## src/rtl/alu_operand_issue.sv

```systemverilog
// Operand issue stage: buffers (A,B) pairs in a small FIFO and paces them into the ALU.
// Optional stats counters are enabled with the ALU_OPERAND_ISSUE_STATS_EN macro.
module alu_operand_issue #(
    parameter int WIDTH     = 32,
    parameter int DEPTH     = 4,
    parameter int ISSUE_GAP = 2
) (
    input  logic                     Clk,
    input  logic                     Rst_n,
    input  logic                     Flush,
    input  logic                     InValid,
    output logic                     InReady,
    input  logic [WIDTH-1:0]         InA,
    input  logic [WIDTH-1:0]         InB,
    output logic [WIDTH-1:0]         ArgA,
    output logic [WIDTH-1:0]         ArgB,
    output logic                     ArgValid,
    output logic [$clog2(DEPTH):0]   Count,
    output logic                     Empty,
    output logic                     Full
`ifdef ALU_OPERAND_ISSUE_STATS_EN
    ,
    output logic [31:0]              IssueCnt,
    output logic [31:0]              StallCnt
`endif
);

    localparam int AW = $clog2(DEPTH);
    localparam int GW = (ISSUE_GAP < 2) ? 1 : $clog2(ISSUE_GAP + 1);

    typedef enum logic {
        IDLE,
        HOLD
    } state_t;

    logic [AW:0]          wptr_q, wptr_d;
    logic [AW:0]          rptr_q, rptr_d;
    logic [2*WIDTH-1:0]   mem_q [DEPTH];
    logic [2*WIDTH-1:0]   mem_d [DEPTH];
    state_t               state_q, state_d;
    logic [GW-1:0]        gap_q, gap_d;
    logic [WIDTH-1:0]     arg_a_q, arg_a_d;
    logic [WIDTH-1:0]     arg_b_q, arg_b_d;
    logic                 arg_valid_q, arg_valid_d;
    logic                 push;
    logic                 pop;

    assign Count    = wptr_q - rptr_q;
    assign Empty    = (wptr_q == rptr_q);
    assign Full     = (wptr_q[AW] != rptr_q[AW]) &&
                      (wptr_q[AW-1:0] == rptr_q[AW-1:0]);
    assign InReady  = !Full;
    assign ArgA     = arg_a_q;
    assign ArgB     = arg_b_q;
    assign ArgValid = arg_valid_q;

    assign push = InValid && !Full && !Flush;
    assign pop  = (state_q == IDLE) && !Empty && !Flush;

    // FIFO write and pointer advance; flush empties the queue
    always_comb begin
        mem_d  = mem_q;
        wptr_d = wptr_q + (AW+1)'(push);
        rptr_d = rptr_q + (AW+1)'(pop);
        if (push) begin
            mem_d[wptr_q[AW-1:0]] = {InA, InB};
        end
        if (Flush) begin
            wptr_d = '0;
            rptr_d = '0;
        end
    end

    // Issue FSM: pop into the ALU operand registers, then wait out the gap
    always_comb begin
        state_d     = state_q;
        gap_d       = gap_q;
        arg_a_d     = arg_a_q;
        arg_b_d     = arg_b_q;
        arg_valid_d = 1'b0;
        if (Flush) begin
            state_d = IDLE;
            gap_d   = '0;
        end else begin
            unique case (state_q)
                IDLE: begin
                    if (pop) begin
                        {arg_a_d, arg_b_d} = mem_q[rptr_q[AW-1:0]];
                        arg_valid_d        = 1'b1;
                        if (ISSUE_GAP > 0) begin
                            state_d = HOLD;
                            gap_d   = GW'(ISSUE_GAP);
                        end
                    end
                end
                HOLD: begin
                    if (gap_q <= GW'(1)) begin
                        gap_d   = '0;
                        state_d = IDLE;
                    end else begin
                        gap_d = gap_q - GW'(1);
                    end
                end
                default: state_d = IDLE;
            endcase
        end
    end

    // Control and operand registers with synchronous reset
    always_ff @(posedge Clk) begin
        if (!Rst_n) begin
            wptr_q      <= '0;
            rptr_q      <= '0;
            state_q     <= IDLE;
            gap_q       <= '0;
            arg_a_q     <= '0;
            arg_b_q     <= '0;
            arg_valid_q <= 1'b0;
        end else begin
            wptr_q      <= wptr_d;
            rptr_q      <= rptr_d;
            state_q     <= state_d;
            gap_q       <= gap_d;
            arg_a_q     <= arg_a_d;
            arg_b_q     <= arg_b_d;
            arg_valid_q <= arg_valid_d;
        end
    end

    // FIFO storage needs no reset; entries are only read after being written
    always_ff @(posedge Clk) begin
        mem_q <= mem_d;
    end

`ifdef ALU_OPERAND_ISSUE_STATS_EN
    logic [31:0] issue_cnt_q, issue_cnt_d;
    logic [31:0] stall_cnt_q, stall_cnt_d;

    assign IssueCnt = issue_cnt_q;
    assign StallCnt = stall_cnt_q;

    // Count issued pairs and rejected pushes; both freeze during flush
    always_comb begin
        issue_cnt_d = issue_cnt_q + 32'(pop);
        stall_cnt_d = stall_cnt_q + 32'(InValid && !InReady && !Flush);
    end

    // Stats registers
    always_ff @(posedge Clk) begin
        if (!Rst_n) begin
            issue_cnt_q <= '0;
            stall_cnt_q <= '0;
        end else begin
            issue_cnt_q <= issue_cnt_d;
            stall_cnt_q <= stall_cnt_d;
        end
    end
`endif

endmodule

```

## config.mk

```make
export PLATFORM = sky130hd
export DESIGN_NAME = alu_operand_issue
export DESIGN_NICKNAME = d
export VERILOG_FILES = /design/src/rtl/alu_operand_issue.sv
export SDC_FILE = /design/constraint.sdc
export NUM_CORES = 1
export LEC_CHECK = 0
export ABC_AREA = 1
export CAP_MARGIN = 20
export CORE_ASPECT_RATIO = 0.5
export CORE_MARGIN = 2
export CORE_UTILIZATION = 30
export CTS_CLUSTER_SIZE = 14
export DETAILED_ROUTE_END_ITERATION = 6
export GPL_TIMING_DRIVEN = 0
export PLACE_DENSITY_LB_ADDON = 0.3
export SLEW_MARGIN = 20
export SYNTH_ARGS = -nofsm -noshare
export SYNTH_HDL_FRONTEND = slang
export SYNTH_SLANG_ARGS = --single-unit
export TNS_END_PERCENT = 1
```

## constraint.sdc

```tcl
create_clock -name Clk -period 6.9 [get_ports Clk]
set_input_delay 0.69 -clock Clk [delete_from_list [all_inputs] [get_ports Clk]]
set_output_delay 0.69 -clock Clk [all_outputs]
set_load 0.03 [all_outputs]
```

Word-level counts from Yosys, hierarchy flattened
Cells that the tools add are included.
- add/subtract/negate cells: 4
- equal/unequal tests: 4
- multiplexer cells: 12
- magnitude comparators: 4
- multipliers: 0
- bitwise operators: 5
- divide/modulo/power cells: 0
- shift operators: 0
- reductions and logical operators: 12
- operator list (operator ; count):
    $bwmux W256 ; 1
    $mux W64 ; 3
    $bmux W64 S2 ; 1
    $demux W64 S2 ; 1
    $add A3 B1 Y3 ; 2
    $ge A3 B3 Y1 const B ; 2
    $logic_and A1 B1 Y1 ; 6
    $not A2 Y3 ; 2
    $mux W2 ; 2
    $pmux W2 S2 ; 1
    $eq A3 B3 Y1 ; 1
    $logic_not A1 Y1 ; 3
    $lt A3 B1 Y1 const B ; 1
    $not A1 Y1 ; 3
    $reduce_and A3 Y1 ; 1
    $reduce_or A3 Y1 ; 1
    $sub A3 B3 Y3 ; 1
    $eq A2 B2 Y1 ; 1
    $le A2 B1 Y1 const B ; 1
    $mux W1 ; 2
    $ne A2 B2 Y1 const B ; 1
    $pmux W1 S2 ; 1
    $reduce_or A2 Y1 ; 1
    $sub A2 B1 Y2 const B ; 1
    $ne A1 B1 Y1 ; 1
- output and inout bits: 71
- bits in read-only memories: 0
- latch bits: 0
- memories: 0
- flip-flop bits (word level): 330
- RAM bits: 0
- bits of input ports: 68

Logic depth before layout (Yosys ltp)
- depth in word-level cells: 6
- mapped depth: 15
- depth with buffers taken out: 11

Least setup slack after synthesis
OpenSTA, ideal clock, no wires.
- path type: reg-to-reg
- from: register rptr_q[1]
- to: register mem_q[128] in the netlist's numbering, enable pin
- path slack: 393 ps
- stages on the path, launching flop included: 10
- data required time: 6335 ps
- arrival: 5942 ps
- clock period less this slack: 6507 ps
- cells stage by stage: dfxtp_1 > buf_4 > inv_2 > buf_2 > ha_1 > nand2_1 > inv_1 > nand2_1 > nand3_1 > nor3_1
- cells in the longest elaborated chain, start to end: 5
- ends and longest elaborated chain (what ; RTL line ; source):
    from (decl) ; 37 ; logic [AW:0] rptr_q, rptr_d;
    from (signal assigned) ; 121 ; rptr_q <= rptr_d;
    $eq A2 B2 Y1 ; 51 ; (wptr_q[AW-1:0] == rptr_q[AW-1:0]);
    $logic_and A1 B1 Y1 ; 50 ; assign Full = (wptr_q[AW] != rptr_q[AW]) &&
    $logic_not A1 Y1 ; - ;
    named net InReady ; 12 ; output logic InReady,
    $logic_and A1 B1 Y1 (2 in a row) ; 57 ; assign push = InValid && !Full && !Flush;
    to (signal assigned) ; 132 ; mem_q <= mem_d;
    to (decl) ; 38 ; logic [2*WIDTH-1:0] mem_q [DEPTH];
The timed path passes the listed nets, and every way through them passes these cells.
A chain may end at the register's enable or synchronous reset.

Final worst setup path
- from: register rptr_q[1]
- to: register mem_q[24] in the netlist's numbering, enable pin
- cells in the longest elaborated chain, start to end: 5
- ends and longest elaborated chain (what ; RTL line):
    $eq A2 B2 Y1 ; 51
    $logic_and A1 B1 Y1 ; 50
    $logic_not A1 Y1 ; 57
    $logic_and A1 B1 Y1 (2 in a row) ; 57
No other way between the ends.

==> metrics.txt <==
Leakage=7.303 nW; Wirelength per Cell=around 14 µm; clk_lat worst skew=0.52 ns; filler cell count in the final layout=4486; Yosys reg bits=330; beginning of the worst hold path=gap_q[0]$_SDFFE_PP0P_; FP Rows=55; largest net degree at the start of global routing=14; Max stage delay on crit path=0.48 ns; Final #Nets=around 1800; Syn Area/Cell=between 9 and 10 µm²; relative slew slack=0.3975; Synth Instances=1475; status=completed; Hold Slack=0.4571 ns; CP top delay family=buffers and inverters; worst reg2reg endpoint=mem_q[24]$_DFFE_PP_; measured slew at the worst slew-check pin=0.9038 ns; vias in the first global route=8834; CTS Hold Bufs=0; Post-Synthesis Net Count=roughly 1600; worst path bufs/invs=8; CTS clk-pin slew, worst paths=0.07 ns; vias=9448; DRT Pass-1 Iters=7; H-Tree Depth=2; critical path launch point type=flop; GPL Wtd Cong=0.7357; Remaining Overflow, GRT=0; hold path cells=1; clk root buf=clkbuf_16; Tmin final=3.415 ns; Routed Antenna Nets=0; Yosys top cell by area=edfxtp_1; area grow syn2layout=25.40%; Die ar.=about 47000 µm²; Starting Density=0.3033; post-synth top area share=0.5615; Max Buffers Root-to-Sink=3; clock skew=0.02222 ns; cell area after synthesis=13690 µm²; final setup violation count=0; hold crit path type=reg2reg; initial DRC count=589; post-synthesis sequential area ratio=0.6697; count of cell types in the netlist=22; Die Width=306.1 µm; CP cell instances=buf_4, inv_2, buf_2, ha_1, nand2_1, inv_1, nand2_1, nand3_1, nor3_2, buf_4, buf_4, buf_4, buf_4; Post CTS Setup Buffer Count=0; Max-cap violations=0; Peak supply drop=0.1329 mV; slowest cell on the critical path=nor3_2; drt total wl=32760 µm; period utilization=0.4949; post-CTS resize count=0; routed vias/inst=4.094; max frequency=about 290 MHz; r2r setup slk=3.49 ns; drc violations=0; CP Data Required Time=7.11 ns; HPWL Detailed=between 20000 and 25000 µm; Worst Path Max Fanout=10; fin util=0.3803; Tot Pwr=4.157 mW; Worst path most repeated cell=buf_4; ranking of synthesized cells by area=edfxtp_1, nand2_1, dfxtp_1; initial antenna violation count=1; Core Box Area=45140 µm²; CTS Buf Count=34; first-pass GRT wire length=49990 µm; hold path endpoint=gap_q[0]$_SDFFE_PP0P_; pwr dens=242.1 nW/µm²; TritonCTS clock tree=built; Final Hold Fails=0; layout cell share with drive strength beyond 1=0.07665; Top Ports=139; WP depth=13; CP Data Arrival Time=3.62 ns; Port Buffers=about 140; R2R depth=13; crit path kind=reg2reg; unrepaired setup endpoints after global routing=no; Max Slew Vio Count=0; Critical R2R Launch=rptr_q[1]$_SDFF_PP0_; GRT Total Usage=0.1370; CP Capture Type=flop; clock sink total=between 300 and 400; yosys warns=0; Die H=155.1 µm
## metal layers
layer	track usage	up-vias	part of all wire
met3	0.02370	35	0.039
met4	0.02965	0	0.013
li1	-	4901	-
met1	0.1737	4370	0.44
met2	0.2460	142	0.50
met5	0	-	0
## cell families after synthesis
logic type                 synth area share
AOI/OAI and AO/OA                  0.002376
xor gates and xnor gates           0.001920
adders and majority gates          0.006946
buffers and inverters               0.08408
DFF                                  0.6697
and+or+nand+nor                      0.2350
## sequential cells by signal (all words and copies together) (netlist names)
name      flops
rptr_q        3
mem_q       256
gap_q         2
ArgA         32
ArgValid      1
state_q       1
ArgB         32
wptr_q        3
## worst max-delay path by stage
stage,startpoint,endpoint,slack (ns)
2_1_floorplan,rptr_q[1]$_SDFF_PP0_,mem_q[128]$_DFFE_PP_,0.39
3_3_place_gp,rptr_q[1]$_SDFF_PP0_,mem_q[24]$_DFFE_PP_,-4.02
3_5_place_dp,rptr_q[1]$_SDFF_PP0_,mem_q[23]$_DFFE_PP_,3.47
4_1_cts,rptr_q[1]$_SDFF_PP0_,mem_q[24]$_DFFE_PP_,3.43
5_1_grt,rptr_q[1]$_SDFF_PP0_,mem_q[24]$_DFFE_PP_,3.25
6_report,rptr_q[1]$_SDFF_PP0_,mem_q[24]$_DFFE_PP_,3.49
## power breakdown
part	leakage, nW	total (mW)	switching, mW	internal [mW]
Sequential	2.93	2.19	0.0134	2.18
Clock	0.497	1.72	0.727	0.989
Combinational	3.88	0.248	0.146	0.102
## stage by stage
| stage | setup WS [ns] | instance area (µm²) | instances | setup TNS, ns |
|---|---|---|---|---|
| CTS | 3.434 | 17170 | 2307 | 0 |
| global route | 3.253 | 17170 | 2307 | 0 |
| global placement | -4.018 | 15820 | 2211 | -958.77 |
| detailed placement | 3.468 | 16140 | 2247 | 0 |
| floorplan | 0.3932 | 13690 | 1475 | 0 |
| finish | 3.485 | 17170 | 2308 | 0 |
## area by class of cell
class | instances | area [µm²] | area share
Clock buffer | 52 | 992.2 | 0.05779
Timing Repair Buffer | 174 | 1682 | 0.09795
Inverter | 213 | 799.5 | 0.04657
Antenna cell | 1 | 2.502 | 0.0001458
Sequential cell | 330 | 9169 | 0.5341
Clock inverter | 8 | 32.53 | 0.001895
Tap cell | 598 | 748.2 | 0.04358
Buffer | 63 | 351.6 | 0.02048
Multi-Input combinational cell | 869 | 3391 | 0.1975
## Yosys cell counts, drive strengths merged
master,number
edfxtp,256
nor3,4
nand2,456
nand3,2
dfxtp,74
a21oi,2
xor2,1
clkbuf,14
fa,1
nor2,391
ha,6
o21ai,3
xnor2,2
buf,49
inv,213
o211ai,1
## cell usage in the layout (no fill, tap or decap), types with 2 or more instances in the layout
master	synthesis	final
nand2_1	455	455
nor2_1	391	391
edfxtp_1	256	256
inv_1	212	212
clkdlybuf4s50_1	0	138
dfxtp_1	74	74
buf_2	38	38
clkbuf_16	0	37
buf_4	2	30
clkbuf_1	14	28
buf_6	8	16
ha_1	6	6
clkinv_1	0	6
nor3_2	0	4
o21ai_0	3	3
a21oi_1	2	2
xnor2_1	2	2
clkinv_2	0	2
Power figures use the tool's default switching activity.
==> RTL edit 1, RTL diff (same settings) <==
Change the parameter `ISSUE_GAP` from 2 to 1.
--- a/src/rtl/alu_operand_issue.sv
+++ b/src/rtl/alu_operand_issue.sv
@@ -3,7 +3,7 @@
 module alu_operand_issue #(
     parameter int WIDTH     = 32,
     parameter int DEPTH     = 4,
-    parameter int ISSUE_GAP = 2
+    parameter int ISSUE_GAP = 1
 ) (
     input  logic                     Clk,
     input  logic                     Rst_n,
Function: changed (a bounded check fails within 10 cycles, from zero or initial values and one cycle with Rst_n low).
==> RTL edit 1 against the unedited design <==
- critical path depth decreased by 6
- highest routed layer unchanged
- largest power group unchanged
- wire length decreased by 2.7%
- sequential cell count decreased by 3
- power increased by 1.2%
- worst hold slack improved by 0.024 ns
- clock power increased by 3%
- worst setup slack got worse by 0.00073 ns
- largest cell class unchanged
- non-clock buffer count increased by 1
- area after synthesis decreased by 1.8%
- sequential share of layout area increased by 0.27 points
- cell area decreased by 1.2%
==> RTL edit 1: results (changes against the unedited design) <==
| Metric | Value |
|---|---|
| Cells after Synth | `1,399 (-5.2%)` |
| Post-DR wirelength/cell | `14.3 um (+0.95%)` |
| Synth async-reset ratio | `0% (unchanged)` |
| Layout cells sized above 1 | `8.37% (+0.70 points)` |
| PortBufs | `137 (-0.72%)` |
| Setup Crit Path Kind | `flop to primary output` |
| Vias in the first global route | `8,527 (-3.5%)` |
| Hold EP | `state_q$_SDFF_PP0_` |
| Via-per-instance ratio | `4.10 (about the same)` |
| WHS | `0.481 ns (+0.0236 ns)` |
| Slowest stage delay, CP | `0.67 ns (+0.19 ns)` |
| Gr usage total | `13.7% (-0.017 points)` |
| Worst hold path class | `flop to flop` |
| Max Freq | `293 MHz (about the same)` |
| DP Cell Count | `2,162 (-3.8%)` |
| R2R cell count | `11 (-2)` |
| Initial antenna violation count | `0 (-1)` |
| Critical path endpoint | `InReady` |
| Clock Power Share | `42.4% (+1.1 points)` |
| Placer Congestion | `0.741 (+0.72%)` |
| CTS root buf | `clkbuf_16` |
| Register area share after synthesis | `67.8% (+0.81 points)` |
| Layout Skew | `0.0107 ns (-0.0115 ns)` |
| Drt first-iter violations | `491 (-17%)` |
| EDFF count, synth | `256 (unchanged)` |
| Global-route wire length before repair | `48,500 um (-3.0%)` |
| Hold Startpoint | `state_q$_SDFF_PP0_` |
| P_leak | `7.44 nW (+1.9%)` |
| Worst vdd ir | `0.000123 V (-7.4%)` |
| Switching share of power | `21.1% (-0.23 points)` |
| Status | `finished clean` |
| Reg power frac | `51.7% (-1.0 points)` |
| Filler instances | `4,288 (-4.4%)` |
| Final core utilization | `38.6% (+0.61 points)` |
| Worst-margin pin slew | `0.823 ns (-0.0804 ns)` |
| Top cells by count, synth | `nand2_1, edfxtp_1, inv_1` |
| DR vias | `9,116 (-3.5%)` |
| Number of flip-flops in the largest register | `256 (unchanged)` |
| Synth area leaders | `edfxtp_1, nand2_1, dfxtp_1, inv_1, nor2_1` |
| Distinct cells, synth | `16 (-27%)` |
| Top power group | `sequential cells` |
| Max stage delay cell, worst path | `clkdlybuf4s50_1` |
| Total Nets Final | `1,686 (-4.2%)` |
| Largest net degree at the start of global routing | `14 (unchanged)` |
| Sw power | `0.000888 W (+0.15%)` |
| Crit path DAT | `2.73 ns (-0.89 ns)` |
| Syn nets | `1,474 (-4.9%)` |
| Reg-to-Reg Start | `rptr_q[1]$_SDFF_PP0_` |
| H-tree depth | `2 (unchanged)` |
| R2r endpoint | `mem_q[33]$_DFFE_PP_` |
| Cts bufs inserted | `35 (+2.9%)` |
| Post-cts gate resize count | `0 (unchanged)` |
| Hpwl dp | `21,600 um (-4.3%)` |
| Post-Place Setup Slack | `3.58 ns (+0.112 ns)` |
| TritonRoute pass-1 iters | `5 (-2)` |
| Dpl cell area | `0.0159 sq mm (-1.6%)` |
| Antenna cells | `0 (-1)` |
RTL edit 1: cell types whose count changed after synthesis, sizes merged, moves of 10 or more:
cell	change
clkbuf	-10
buf	+10
nor2	-256
nand3	+64
nand2	+127
RTL edit 1: layer usage:
layer | global-route usage, % | vias up | share of wire (%)
li1 | - | 4738 | -
met3 | 2.53 | 49 | 4.3
met2 | 24.8 | 147 | 51
met4 | 4.34 | 0 | 2.5
met5 | 0 | - | 0
met1 | 16.4 | 4182 | 42
RTL edit 1: layout make-up:
cell class	count	share of cell area, %
Clock inverter	9	0.383
Buffer	63	2.16
Sequential cell	327	53.7
Timing Repair Buffer	175	9.96
Inverter	210	4.65
Clock buffer	54	6.01
Multi-Input combinational cell	799	18.8
Tap cell	588	4.34
RTL edit 1: cells by family after synthesis:
kind of cell / share of synthesized area [%]
xor+xnor: 0.196
fa+ha+maj: 0.708
buf+inv: 8.59
flops: 67.8
simple gates: 22.7
==> RTL edit 2, RTL diff (config.mk and constraints unchanged) <==
Made on the original files. Register the output `ArgB` once more, cleared by the reset; this adds one clock of latency there. The other outputs are not delayed to match.
--- a/src/rtl/alu_operand_issue.sv
+++ b/src/rtl/alu_operand_issue.sv
@@ -51,7 +51,13 @@
                       (wptr_q[AW-1:0] == rptr_q[AW-1:0]);
     assign InReady  = !Full;
     assign ArgA     = arg_a_q;
-    assign ArgB     = arg_b_q;
+    always_ff @(posedge Clk) begin
+        if (!Rst_n) begin
+            ArgB <= '0;
+        end else begin
+            ArgB <= arg_b_q;
+        end
+    end
     assign ArgValid = arg_valid_q;
 
     assign push = InValid && !Full && !Flush;
Formal check against the unedited RTL: not equivalent (Yosys sat finds a counterexample within 4 cycles, from zero or initial values and one cycle with Rst_n low).
==> RTL edit 2 against the unedited design <==
- critical path depth decreased by 4
- area after synthesis increased by 2.2%
- worst setup slack got worse by 0.29 ns
- synthesized cell count decreased by 10%
- sequential cell count increased by 32
- die area increased by 2.2%
- power increased by 9.9%
- cell area increased by 2.9%
- wire length increased by 0.76%
- critical path type is now flop to primary output
==> RTL edit 2: results (changes against the unedited design) <==
| Metric | Value |
|---|---|
| Status | `finished clean` |
| Critical path endpoint | `Empty` |
| Skew-Pair Late Insertion Delay | `0.54 ns (+0.02 ns)` |
| WHS | `0.418 ns (-0.0386 ns)` |
| R2R Setup Slk | `3.30 ns (-0.19 ns)` |
| H-tree depth | `2 (unchanged)` |
| Clock Power Share | `42.7% (+1.4 points)` |
| Wl on met1 | `13,600 um (-6.5%)` |
| Crit path DAT | `3.01 ns (-0.61 ns)` |
| Cts bufs inserted | `37 (+8.8%)` |
| Register area share after synthesis | `70.1% (+3.1 points)` |
| M3 GR Usage | `2.44% (+0.067 points)` |
| Total Nets Final | `1,614 (-8.3%)` |
| Antenna cells | `0 (-1)` |
| Global-route wire length before repair | `51,200 um (+2.5%)` |
| Gr usage total | `13.8% (+0.15 points)` |
| Max-slew headroom | `41.5% (+1.7 points)` |
| Via-per-instance ratio | `4.20 (+2.5%)` |
| Synth area leaders | `edfxtp_1, dfxtp_1, nor2_1, nand2_1, inv_1` |
| Filler instances | `4,438 (-1.1%)` |
| Hold EP | `ArgB[4]$_SDFF_PN0_` |
| Post-DR wirelength/cell | `15.0 um (+6.0%)` |
| Cells after Synth | `1,324 (-10%)` |
| Hpwl dp | `22,600 um (+0.15%)` |
| R2r endpoint | `mem_q[123]$_DFFE_PP_` |
| Worst vdd ir | `0.000144 V (+8.7%)` |
| Met1 usage | `15.9% (-1.5 points)` |
| Top cells by count, synth | `nor2_1, nand2_1, edfxtp_1` |
| Hold Startpoint | `arg_b_q[4]$_SDFFE_PN0P_` |
| Distinct cells, synth | `26 (+18%)` |
| Metal2 WL | `17,600 um (+6.5%)` |
| PortBufs | `137 (-0.72%)` |
| Vias in the first global route | `9,006 (+1.9%)` |
| Pwr Density | `258 mW/mm^2 (+6.7%)` |
| Syn nets | `1,399 (-9.7%)` |
| Metal3 WL | `1320 um (+3.7%)` |
| Hold path cells | `2 (+1)` |
| DP Cell Count | `2,127 (-5.3%)` |
| TritonRoute pass-1 iters | `5 (-2)` |
| Dpl cell area | `0.0165 sq mm (+2.2%)` |
| Largest net degree at the start of global routing | `15 (+1)` |
| Initial antenna violation count | `0 (-1)` |
| Seq. cell area | `0.00981 sq mm (+7.0%)` |
| Final min period | `3.70 ns (+0.287 ns)` |
| Drt first-iter violations | `425 (-28%)` |
-- RTL edit 2: critical path, stage by stage, from the launching register on --
cell and delay, ns:
dfxtp_1 0.41, buf_2 0.25, clkinv_1 0.23, buf_2 0.29, ha_1 0.32, nand2_1 0.05
inv_1 0.08, nand3_2 0.11, inv_1 0.08, clkdlybuf4s50_1 0.66
-- RTL edit 2: layout make-up --
cell class | count | area share, %
Tap cell | 627 | 4.44
Clock inverter | 21 | 0.878
Buffer | 67 | 2.20
Multi-Input combinational cell | 742 | 18.3
Timing Repair Buffer | 176 | 9.61
Inverter | 153 | 3.26
Clock buffer | 46 | 5.78
Sequential cell | 362 | 55.5
-- RTL edit 2: cells by family (layout without fill, tap and decap cells) --
kind of cell               after synthesis  in the layout  share of synthesized area, %
buffers and inverters                  220            463                          6.90
and+or+nand+nor                        600            600                          16.2
DFF                                    362            362                          70.1
adders and majority gates                7              7                         0.680
AOI/OAI and AO/OA                      132            132                          5.88
xor gates and xnor gates                 3              3                         0.188
